`src/rtl/fetch_unit_pkg.sv`:
```
// Shared fetch-stage types: queue entry, redirect request, FSM states and opcodes.
package fetch_unit_pkg;

    localparam logic [31:0] FETCH_BYTES = 32'd8;
    localparam logic [31:0] INSTR_BYTES = 32'd4;

    typedef enum logic [1:0] {
        FETCH = 2'd0,
        PUSH  = 2'd1,
        DRAIN = 2'd2
    } fetch_state_t;

    typedef enum logic [6:0] {
        op_load  = 7'b0000011,
        op_imm   = 7'b0010011,
        op_auipc = 7'b0010111,
        op_store = 7'b0100011,
        op_reg   = 7'b0110011,
        op_lui   = 7'b0110111,
        op_br    = 7'b1100011,
        op_jalr  = 7'b1100111,
        op_jal   = 7'b1101111,
        op_csr   = 7'b1110011
    } rv32i_opcode;

    typedef struct packed {
        logic        valid;
        logic [31:0] pc;
    } flush_t;

    typedef struct packed {
        logic [31:0] pc;
        logic [31:0] next_pc;
        logic [31:0] instruction;
        rv32i_opcode opcode;
        logic        br_pred;
    } pci_t;

    // Idle queue entry: decodes as an addi-class no-op.
    localparam pci_t PCI_IDLE = '{
        pc:          32'd0,
        next_pc:     32'd0,
        instruction: 32'd0,
        opcode:      op_imm,
        br_pred:     1'b0
    };

    // Fetch block base address containing byte address a.
    function automatic logic [31:0] block_addr(input logic [31:0] a);
        return {a[31:3], 3'b000};
    endfunction

endpackage

```
`src/rtl/fetch_unit_pci_pack.sv`:
```
// Packs one fetched instruction word and its address into a queue entry.
module pci_pack
    import fetch_unit_pkg::*;
(
    input  logic [31:0] pc,
    input  logic [31:0] instr,
    output pci_t        pci
);

    // No prediction: fall-through next PC, opcode taken from the low bits.
    always_comb begin
        pci             = PCI_IDLE;
        pci.pc          = pc;
        pci.instruction = instr;
        pci.opcode      = rv32i_opcode'(instr[6:0]);
        pci.next_pc     = pc + INSTR_BYTES;
    end

endmodule

```
`src/rtl/fetch_unit.sv`:
```
// Instruction fetch: reads 64-bit blocks from the I-cache and pushes one or
// two entries per block into the instruction queue, with flush redirect.
module fetch_unit
    import fetch_unit_pkg::*;
#(
    parameter logic [31:0] RESET_PC = 32'h0000_0060
) (
    input  logic        clk,
    input  logic        rst,
    input  flush_t      flush,
    input  logic        iq_full,
    output logic        iq_enq,
    output pci_t        iq_in,
    output pci_t        iq_in1,
    output logic        iq_num_enq,
    output logic        imem_read,
    output logic [31:0] imem_addr,
    input  logic        imem_resp,
    input  logic [63:0] imem_rdata,
    output logic [31:0] fetch_pc
);

    fetch_state_t state_q, state_d;
    logic [31:0]  pc_q, pc_d;
    logic [31:0]  drain_addr_q, drain_addr_d;
    logic [63:0]  blk_q, blk_d;

    logic [31:0]  pc_plus4;
    logic [31:0]  instr0;
    pci_t         pci0, pci1;

    assign pc_plus4 = pc_q + INSTR_BYTES;
    // An odd-word PC starts in the upper half of the block.
    assign instr0   = pc_q[2] ? blk_q[63:32] : blk_q[31:0];
    assign fetch_pc = pc_q;

    pci_pack u_pack0 (.pc(pc_q),     .instr(instr0),       .pci(pci0));
    pci_pack u_pack1 (.pc(pc_plus4), .instr(blk_q[63:32]), .pci(pci1));

    // Next-state: fetch/push sequencing, redirect handling, reset last so it wins.
    always_comb begin
        state_d      = state_q;
        pc_d         = pc_q;
        blk_d        = blk_q;
        drain_addr_d = drain_addr_q;
        case (state_q)
            FETCH: begin
                if (flush.valid) begin
                    pc_d = flush.pc;
                    // An outstanding read cannot be cancelled; wait it out at the old address.
                    if (!imem_resp) begin
                        state_d      = DRAIN;
                        drain_addr_d = block_addr(pc_q);
                    end
                end else if (imem_resp) begin
                    blk_d   = imem_rdata;
                    state_d = PUSH;
                end
            end
            PUSH: begin
                if (flush.valid) begin
                    pc_d    = flush.pc;
                    state_d = FETCH;
                end else if (!iq_full) begin
                    pc_d    = pc_q[2] ? pc_plus4 : pc_q + FETCH_BYTES;
                    state_d = FETCH;
                end
            end
            DRAIN: begin
                if (flush.valid) pc_d = flush.pc;
                if (imem_resp)   state_d = FETCH;
            end
            default: state_d = FETCH;
        endcase
        if (rst) begin
            state_d      = FETCH;
            pc_d         = RESET_PC;
            blk_d        = '0;
            drain_addr_d = '0;
        end
    end

    // State registers.
    always_ff @(posedge clk) begin
        state_q      <= state_d;
        pc_q         <= pc_d;
        blk_q        <= blk_d;
        drain_addr_q <= drain_addr_d;
    end

    // Outputs decoded from state; reset forces everything idle immediately.
    always_comb begin
        iq_enq     = 1'b0;
        iq_num_enq = 1'b0;
        iq_in      = PCI_IDLE;
        iq_in1     = PCI_IDLE;
        imem_read  = 1'b0;
        imem_addr  = '0;
        if (!rst) begin
            case (state_q)
                FETCH: begin
                    imem_read = 1'b1;
                    imem_addr = block_addr(pc_q);
                end
                PUSH: begin
                    iq_enq     = !iq_full && !flush.valid;
                    iq_num_enq = !pc_q[2];
                    iq_in      = pci0;
                    if (!pc_q[2]) iq_in1 = pci1;
                end
                DRAIN: begin
                    imem_read = 1'b1;
                    imem_addr = drain_addr_q;
                end
                default: ;
            endcase
        end
    end

endmodule
```
`config.mk`:
```
export PLATFORM = sky130hd
export DESIGN_NAME = fetch_unit
export DESIGN_NICKNAME = d
export VERILOG_FILES = /design/src/rtl/fetch_unit_pkg.sv /design/src/rtl/fetch_unit_pci_pack.sv /design/src/rtl/fetch_unit.sv
export SDC_FILE = /design/constraint.sdc
export NUM_CORES = 1
export LEC_CHECK = 0
export ABC_AREA = 1
export BUFFER_PORTS_ARGS = -buffer_cell sky130_fd_sc_hd__buf_2
export CELL_PAD_IN_SITES_DETAIL_PLACEMENT = 1
export CELL_PAD_IN_SITES_GLOBAL_PLACEMENT = 1
export CORE_UTILIZATION = 37
export CTS_CLUSTER_DIAMETER = 30
export DETAILED_ROUTE_END_ITERATION = 8
export PLACE_DENSITY_LB_ADDON = 0.1
export SLEW_MARGIN = 10
export SYNTH_ARGS = -nofsm -noshare
export SYNTH_HDL_FRONTEND = slang
export SYNTH_HIERARCHICAL = 1
export SYNTH_SLANG_ARGS = --single-unit
```
`constraint.sdc`:
```
create_clock -name clk -period 3.9 [get_ports clk]
set_input_delay 0 -clock clk [delete_from_list [all_inputs] [get_ports clk]]
set_output_delay 0 -clock clk [all_outputs]
set_load 0.01 [all_outputs]
```
# After elaboration in Yosys (flattened, before gate mapping)
# Cells that the tools add are included.
totals:
  input_bits: 101
  out_inout_bits: 275
  regBits: 127
op_classes:
  n_addsub: 3
  mux: 26
  bitwise: 2
  n_eq_ne: 7
  reduce_logical: 11
ops:
  columns: ["op", "count"]
  rows:
  - ["$mux W104", 5]
  - ["$mux W32", 6]
  - ["$pmux W32 S2", 2]
  - ["$add A32 B3 Y32 const B", 2]
  - ["$add A32 B4 Y32 const B", 1]
  - ["$mux W2", 6]
  - ["$ne A3 B3 Y1 const B", 3]
  - ["$reduce_and A3 Y1", 3]
  - ["$mux W1", 6]
  - ["$pmux W2 S3", 1]
  - ["$reduce_and A4 Y1", 1]
  - ["$logic_not A1 Y1", 3]
  - ["$eq A2 B1 Y1 const B", 1]
  - ["$eq A2 B2 Y1 const B", 1]
  - ["$logic_not A2 Y1", 1]
  - ["$ne A2 B1 Y1 const B", 1]
  - ["$ne A2 B2 Y1 const B", 1]
  - ["$not A1 Y1", 2]
  - ["$reduce_bool A2 Y1", 1]
  - ["$reduce_or A2 Y1", 1]
  - ["$logic_and A1 B1 Y1", 1]

# Depth between registers and ports, before layout
# Gate-level depths: netlist (run 1).
logic_depth:
  ltp_word: 5
  depth_mapped: 20

# By module
# Netlist (run 1), hierarchy kept.
modules_own_cells:
  columns: ["module", "area_per_inst_um2", "n_inst", "cells_per_inst"]
  rows:
  - ["fetch_unit", 8569.5, 1, 1522]
  - ["pci_pack", 1453.9, 2, 250]

# Worst setup path after synthesis (run 1)
# OpenSTA, ideal clock, no wires.
synth_path:
  kind: "reg-to-output"
  start: "register pc_q[4] (netlist: fetch_pc[4])"
  end: "output iq_in1[57] (netlist name)"
  path_stages_with_launch: 18
  path_slack_ps: 1172
  n_path_buf: 0
  required_time_ps: 3900
  arrival_time_ps: 2728
  cell_sequence: "dfxtp_1 -> ha_1 -> nand2_2 -> nor2_4 -> inv_2 -> nor2_4 -> inv_2 -> nor2_4 -> inv_1 -> nor2_2 -> xor2_1 -> nand2_1 -> nor2_1 -> nand2_1 -> nor2_8 -> xor2_2 -> inv_1 -> nor2_1"
synth_lines:
  columns: ["item", "line_no", "text"]
  rows:
  - ["from (decl)", "fetch_unit.sv:24", "logic [31:0] pc_q, pc_d;"]
  - ["from (signal assigned)", "fetch_unit.sv:86", "pc_q <= pc_d;"]
  - ["to (decl)", "fetch_unit.sv:14", "output pci_t iq_in1,"]

==> out/qor.csv, run 1 <==
metric,value,unit
run_status,finished clean,
post_drt_wl_per_cell,17.7,µm
io_buffers,370,
antenna_found_initial,0,
grt_overflow,0,
tightest_slew,1.14,ns
gp_congestion,0.945,
final_layout_size_suffix_gt1_share,22.9,%
start_util,37.5,%
power_density,302,nW/µm²
ir_worst_vdd,290,µV
vias_per_cell,4.88,
syn_area,11500,µm²
syn_inst,2022,
min_period,3.54,ns
root_buffer,clkbuf_16,
grt_max_degree,113,
timing.rr.start,fetch_pc[2]$_SDFFE_PP0P_,
drv_cap,0,
cts_tree,yes,
vias,13298,
synth.area.top_cells,"dfxtp_1 22%, nor2_1 15%, nand2_1 14%, buf_4 10%, inv_1 9.4%",
core_area,30600,µm²
r2r_setup_slack,1.47,ns
crit_path_start_kind,flop,
crit_path_max_fanout,15,
synth_async_sr_flop_share,0,%
ys_seq_area_share,22.2,%
finalSetupViolations,0,
utilization,46.7,%
synth_top_family_by_area,simple AND/OR/NAND/NOR gates,
synthSimpleGateAreaFrac,39.1,%
hold_viol,0,
synth-edff-count,0,
post-place-ws,0.650,ns
maxSlewViolCount,0,
first_pass_iters,5,
drtAntennaViolNets,0,
io_pins,376,
rsz0062_at_grt,false,
worst_r2r_path_depth,10,
numCtsBuffers,17,
synthMuxAreaShare,0,%
finClkSkew,0.0140,ns
postCtsSetupRepairBufs,0,
required,3.90,ns
cts_sinks,127,
dp_hpwl,34000,µm
clkLatencyLatePin,0.43,ns
die_y,178,µm
dp.cells,2596,
die_x,178,µm
synth_top_flop_cell,dfxtp_1,
synth_top_area_share,22.2,%
yosys_register_bits,127,
track_usage,30.1,%
layout.nets,2422,
slew_headroom,24.3,%
hold_class,input pin to flop,
reg2reg_to,fetch_pc[16]$_SDFFE_PP0P_,
synth-xor-area-share,4.16,%
first_global_vias,13204,
synth_cell_type_count,37,
wl,48100,µm
min_period_over_period,90.7,%
cp-end-kind,primary output,
placementRows,64,
whs_endpoint,fetch_pc[10]$_SDFFE_PP0P_,
fill_cells,4376,
crit_type,flop to primary output,
worstHoldStart,flush[10],
whs_path_depth,3,
cts_buffer_depth,2,
stdcell_count,2725,
area_growth_syn_to_layout,24.5,%
synth_warnings,6,
initialDrtViolationCount,612,
htreeDepth,4,
arrival,3.54,ns
drc,0,
clkTransAtPathRegs,0.07,ns
avgSynthCellArea,5.68,µm²
synth-compound-area-share,11.1,%
fmax,283,MHz
yosysTopAreaCell,dfxtp_1,
finalSetupTns,0,ns
layout_setup_ws,0.362,ns
power.leakage,7.16,nW
synth_fa_ha_area_share,0.654,%
dieArea,31700,µm²
grt_first_pass_wirelength,73700,µm
flip-flops by register name, summed over array words and instances (netlist names):
| register | count |
|---|---|
| fetch_pc | 32 |
| state_q | 2 |
| drain_addr_q | 29 |
| blk_q | 64 |
cell type report:
| class | instances | area, µm² | share of cell area (%) |
|---|---|---|---|
| diodes | 1 | 2.50 | 0.0175 |
| clock buffers | 18 | 439 | 3.07 |
| clock inverters | 14 | 169 | 1.18 |
| inverters | 292 | 1100 | 7.68 |
| multi-input cells | 1364 | 6360 | 44.5 |
| flip-flops and latches | 127 | 2540 | 17.8 |
| well taps | 396 | 495 | 3.47 |
| repair buffers | 513 | 3180 | 22.2 |
report_power, final:
group          internal [mW]  leakage (nW)  switching, mW  total, mW
Sequential              1.40          1.05         0.0855       1.48
Clock                  0.985         0.290          0.746       1.73
Combinational          0.384          5.82          0.718       1.10
layer usage:
metal  part of all wire (%)  wire length, µm  vias to the layer above  global-route usage (%)
li1                       -                -                     6518                       -
met1                     44            21400                     6376                    37.7
met2                     49            23600                      346                    53.1
met3                    4.3             2090                       58                    4.05
met4                    2.3             1110                        0                    9.12
met5                      0                0                        -                       0
worst max-delay path: stages (launching register included):
cell	delay (ns)
dfxtp_2	0.60
ha_1	0.36
inv_1	0.14
nor2_8	0.17
xor2_1	0.59
buf_4	0.25
nand2_1	0.10
nor2_2	0.20
nand2_4	0.12
nor2_4	0.14
xor2_1	0.16
inv_1	0.06
nor2_1	0.09
buf_2	0.13
stage by stage:
stage / instance area, µm² / total power, mW / hold WS (ns)
after floorplan: 11500 / 2.25 / 0.0507
after global placement: 12700 / 2.50 / 0.222
after detailed placement: 12700 / 2.52 / 0.229
after CTS: 14300 / 4.33 / 0.0123
after global routing: 14300 / 4.52 / 0.0408
final: 14300 / 4.32 / 0.0213
how the worst max path moves through the flow:
stage	start	end	slack [ns]	cells after the start
finish	fetch_pc[2]$_SDFFE_PP0P_	iq_in1[58]	0.36	13
global route	fetch_pc[8]$_SDFFE_PP0P_	iq_in1[69]	0.06	16
CTS	fetch_pc[2]$_SDFFE_PP0P_	iq_in1[66]	0.18	14
detailed placement	fetch_pc[2]$_SDFFE_PP0P_	iq_in1[66]	0.65	14
global placement	fetch_pc[2]$_SDFFE_PP0P_	iq_in1[56]	0.80	13
floorplan	fetch_pc[4]$_SDFFE_PP0P_	iq_in1[57]	1.17	17
Yosys cell counts (14+ instances only):
library cell,number
nor2_4,16
buf_2,19
a21oi_1,100
xor2_1,39
nor2_1,457
inv_1,288
nor2_2,16
dfxtp_1,127
nand3_1,65
nand3b_1,14
nand2_1,436
o21ai_0,131
buf_4,155
clkbuf_1,60
repair_timing:
action	in CTS	in global routing
hold buffers	96	0
gates resized for setup	0	2
endpoints found under the setup margin	0	6
endpoints found under the hold margin	95	0
cells in the final DEF (no fill, tap or decap), types with 8 or more instances in the layout:
master / n
buf_2: 370
a21oi_1: 99
dfxtp_1: 126
nand2_4: 9
or2_2: 8
dlygate4sd3_1: 96
nor2_1: 454
xnor2_1: 10
nand3_1: 65
o21ai_0: 131
and2_1: 9
nand3b_1: 14
clkbuf_16: 17
nand2_1: 435
inv_1: 285
buf_4: 46
nor2_4: 16
nor2_2: 19
xor2_1: 38
cells by family after synthesis:
family	count (synthesis)
xor+xnor	52
compound gates	246
simple gates	1055
buf+inv	533
other cells	3
flops	127
fa+ha+maj	6
(Power assumes the default switching activity.)
==> inputs of run 2 (changes only) <==
- SETUP_SLACK_MARGIN: default -> 0.4
==> run 2 against run 1 <==
Effect of this change:
- critical path depth up 1
- non-clock buffer count rose by 1
- die area stayed put
- clock-buffer cell count stayed put
- first-iteration DRC count down 7.7%
- register-to-register slack gained 0.04 ns
- critical path type unchanged
- via count hardly changed
- largest power group unchanged
- sequential share of layout area down 0.083 points
- fmax rose by 5.3%
==> out/qor.csv, run 2 (synthesized netlist as in run 1, its figures left out) <==
metric,value,unit,change
run_status,finished clean,,unchanged
numCtsBuffers,17,,unchanged
grt_max_degree,113,,unchanged
finalPower,4.33,mW,was 4.32 mW
final_layout_size_suffix_gt1_share,23.5,%,was 22.9%
track_usage,30.1,%,about the same
die_x,178,µm,unchanged
fill_cells,4360,,was 4376
first_global_vias,13204,,unchanged
use_met2,53.1,%,unchanged
required,3.90,ns,about the same
layout_setup_ws,0.540,ns,was 0.362 ns
drv_cap,0,,unchanged
arrival,3.36,ns,was 3.54 ns
power.leakage,7.18,nW,was 7.16 nW
drc,0,,unchanged
core_area,30600,µm²,unchanged
cts_tree,yes,,unchanged
top_register,blk_q,,unchanged
hold_class,input pin to flop,,unchanged
timing.rr.start,state_q[0]$_SDFFE_PP0P_,,was fetch_pc[2]$_SDFFE_PP0P_
placementRows,64,,unchanged
power_density,301,nW/µm²,was 302 nW/µm²
worstHoldStart,flush[10],,unchanged
fin_hold_ws,0.0217,ns,was 0.0213 ns
grt_overflow,0,,unchanged
start_util,37.5,%,unchanged
ir_worst_vdd,286,µV,was 290 µV
die_y,178,µm,unchanged
io_buffers,370,,unchanged
crit_type,flop to primary output,,unchanged
finClkSkew,0.0133,ns,was 0.0140 ns
layout_commonest_cell,nor2_1,,unchanged
grt_use_met3,4.05,%,unchanged
hold_viol,0,,unchanged
dp_hpwl,34000,µm,unchanged
clkTransAtPathRegs,0.07,ns,about the same
wl,48300,µm,was 48100 µm
dieArea,31700,µm²,unchanged
htreeDepth,4,,unchanged
min_period,3.36,ns,was 3.54 ns
cp-end-kind,primary output,,unchanged
busiest_layer,met2,,unchanged
area_growth_syn_to_layout,25.4,%,was 24.5%
critPathLaunch,fetch_pc[3]$_SDFFE_PP0P_,,was fetch_pc[2]$_SDFFE_PP0P_
most-common-layout-cells,"449 x nor2_1, 435 x nand2_1, 370 x buf_2, 285 x inv_1, 129 x o21ai_0",,"was 454 x nor2_1, 435 x nand2_1, 370 x buf_2, 285 x inv_1, 131 x o21ai_0"
post-place-ws,0.650,ns,unchanged
layout.nets,2423,,was 2422
clkLatencyLatePin,0.43,ns,about the same
vias_per_cell,4.87,,was 4.88
antenna_found_initial,0,,unchanged
slew_headroom,24.4,%,was 24.3%
maxSlewViolCount,0,,unchanged
rsz0062_at_grt,true,,was false
fmax,298,MHz,was 283 MHz
grt_first_pass_wirelength,73700,µm,unchanged
crit_path_start_kind,flop,,unchanged
design_area,14400,µm²,was 14300 µm²
first_pass_iters,5,,unchanged
io_pins,376,,unchanged
crit_path_max_fanout,11,,was 15
largest_register_ff_count,64,,unchanged
gp_congestion,0.945,,unchanged
min_period_over_period,86.2,%,was 90.7%
finalSetupTns,0,ns,unchanged
drtAntennaViolNets,0,,unchanged
initialDrtViolationCount,565,,was 612
tightest_slew,1.13,ns,was 1.14 ns
post_drt_wl_per_cell,17.7,µm,about the same
placed_area,12700,µm²,unchanged
cts_buffer_depth,2,,unchanged
cts_sinks,127,,unchanged
vias,13289,,was 13298
finalSetupViolations,0,,unchanged
groute.layer.met1.usage,37.7,%,about the same
root_buffer,clkbuf_16,,unchanged
## run 2: cell types whose count changed in the layout (fill, tap and decap cells not counted), sizes merged
cell | previous run | this run
buf | 417 | 418
## run 2: power breakdown
part           total, mW  switching [mW]  leakage (nW)  internal, mW
registers           1.48          0.0860          1.05          1.40
clock network       1.73           0.749         0.290         0.985
logic               1.11           0.724          5.84         0.388
total               4.33            1.56          7.18          2.77
## run 2: metrics by stage
step | instances | utilization, %
2_1_floorplan | 2024 | -
3_3_place_gp | 2596 | 41.5
5_1_grt | 2725 | 47.0
6_report | 2726 | 47.1
3_5_place_dp | 2596 | 41.5
4_1_cts | 2724 | 46.7
## run 2: per-layer routing
| layer | vias up | part of all wire (%) |
|---|---|---|
| li1 | 6517 | - |
| met1 | 6349 | 44 |
| met2 | 366 | 49 |
| met3 | 57 | 4.6 |
| met4 | 0 | 2.3 |
| met5 | - | 0 |
## run 2: cell type report
class	instances	area [µm²]	area share, %
Clock buffer	18	439	3.05
Multi-Input combinational cell	1364	6450	44.8
Timing Repair Buffer	514	3190	22.1
Antenna cell	1	2.50	0.0174
Sequential cell	127	2550	17.7
Clock inverter	14	169	1.17
Inverter	292	1100	7.62
Tap cell	396	495	3.44
## run 2: path summary, 6_finish.rpt
check / endpoint / slack [ns] / cells past startpoint
worst min-delay path: fetch_pc[10]$_SDFFE_PP0P_ / 0.02 / 3
worst max register to register: fetch_pc[8]$_SDFFE_PP0P_ / 1.51 / 6
worst max-delay path: iq_in1[58] / 0.54 / 14
worst min register to register: blk_q[29]$_SDFFE_PP0P_ / 0.52 / 2
## run 2: timing repair
action,CTS,global route
hold buffers,96,0
endpoints found under the hold margin,95,0
gates cloned,0,0
setup endpoints to repair,18,20
gates resized for setup,2,22
setup buffers,0,1
## run 2: critical path: stages, from the launching register on
cell	delay, ns
dfxtp_1	0.34
buf_4	0.23
ha_2	0.28
inv_1	0.11
nor2_8	0.16
xor2_1	0.56
buf_4	0.24
nand2_1	0.10
nor2_2	0.20
nand2_4	0.12
nor2_4	0.15
xor2_1	0.16
inv_1	0.06
nor2_1	0.09
buf_2	0.13
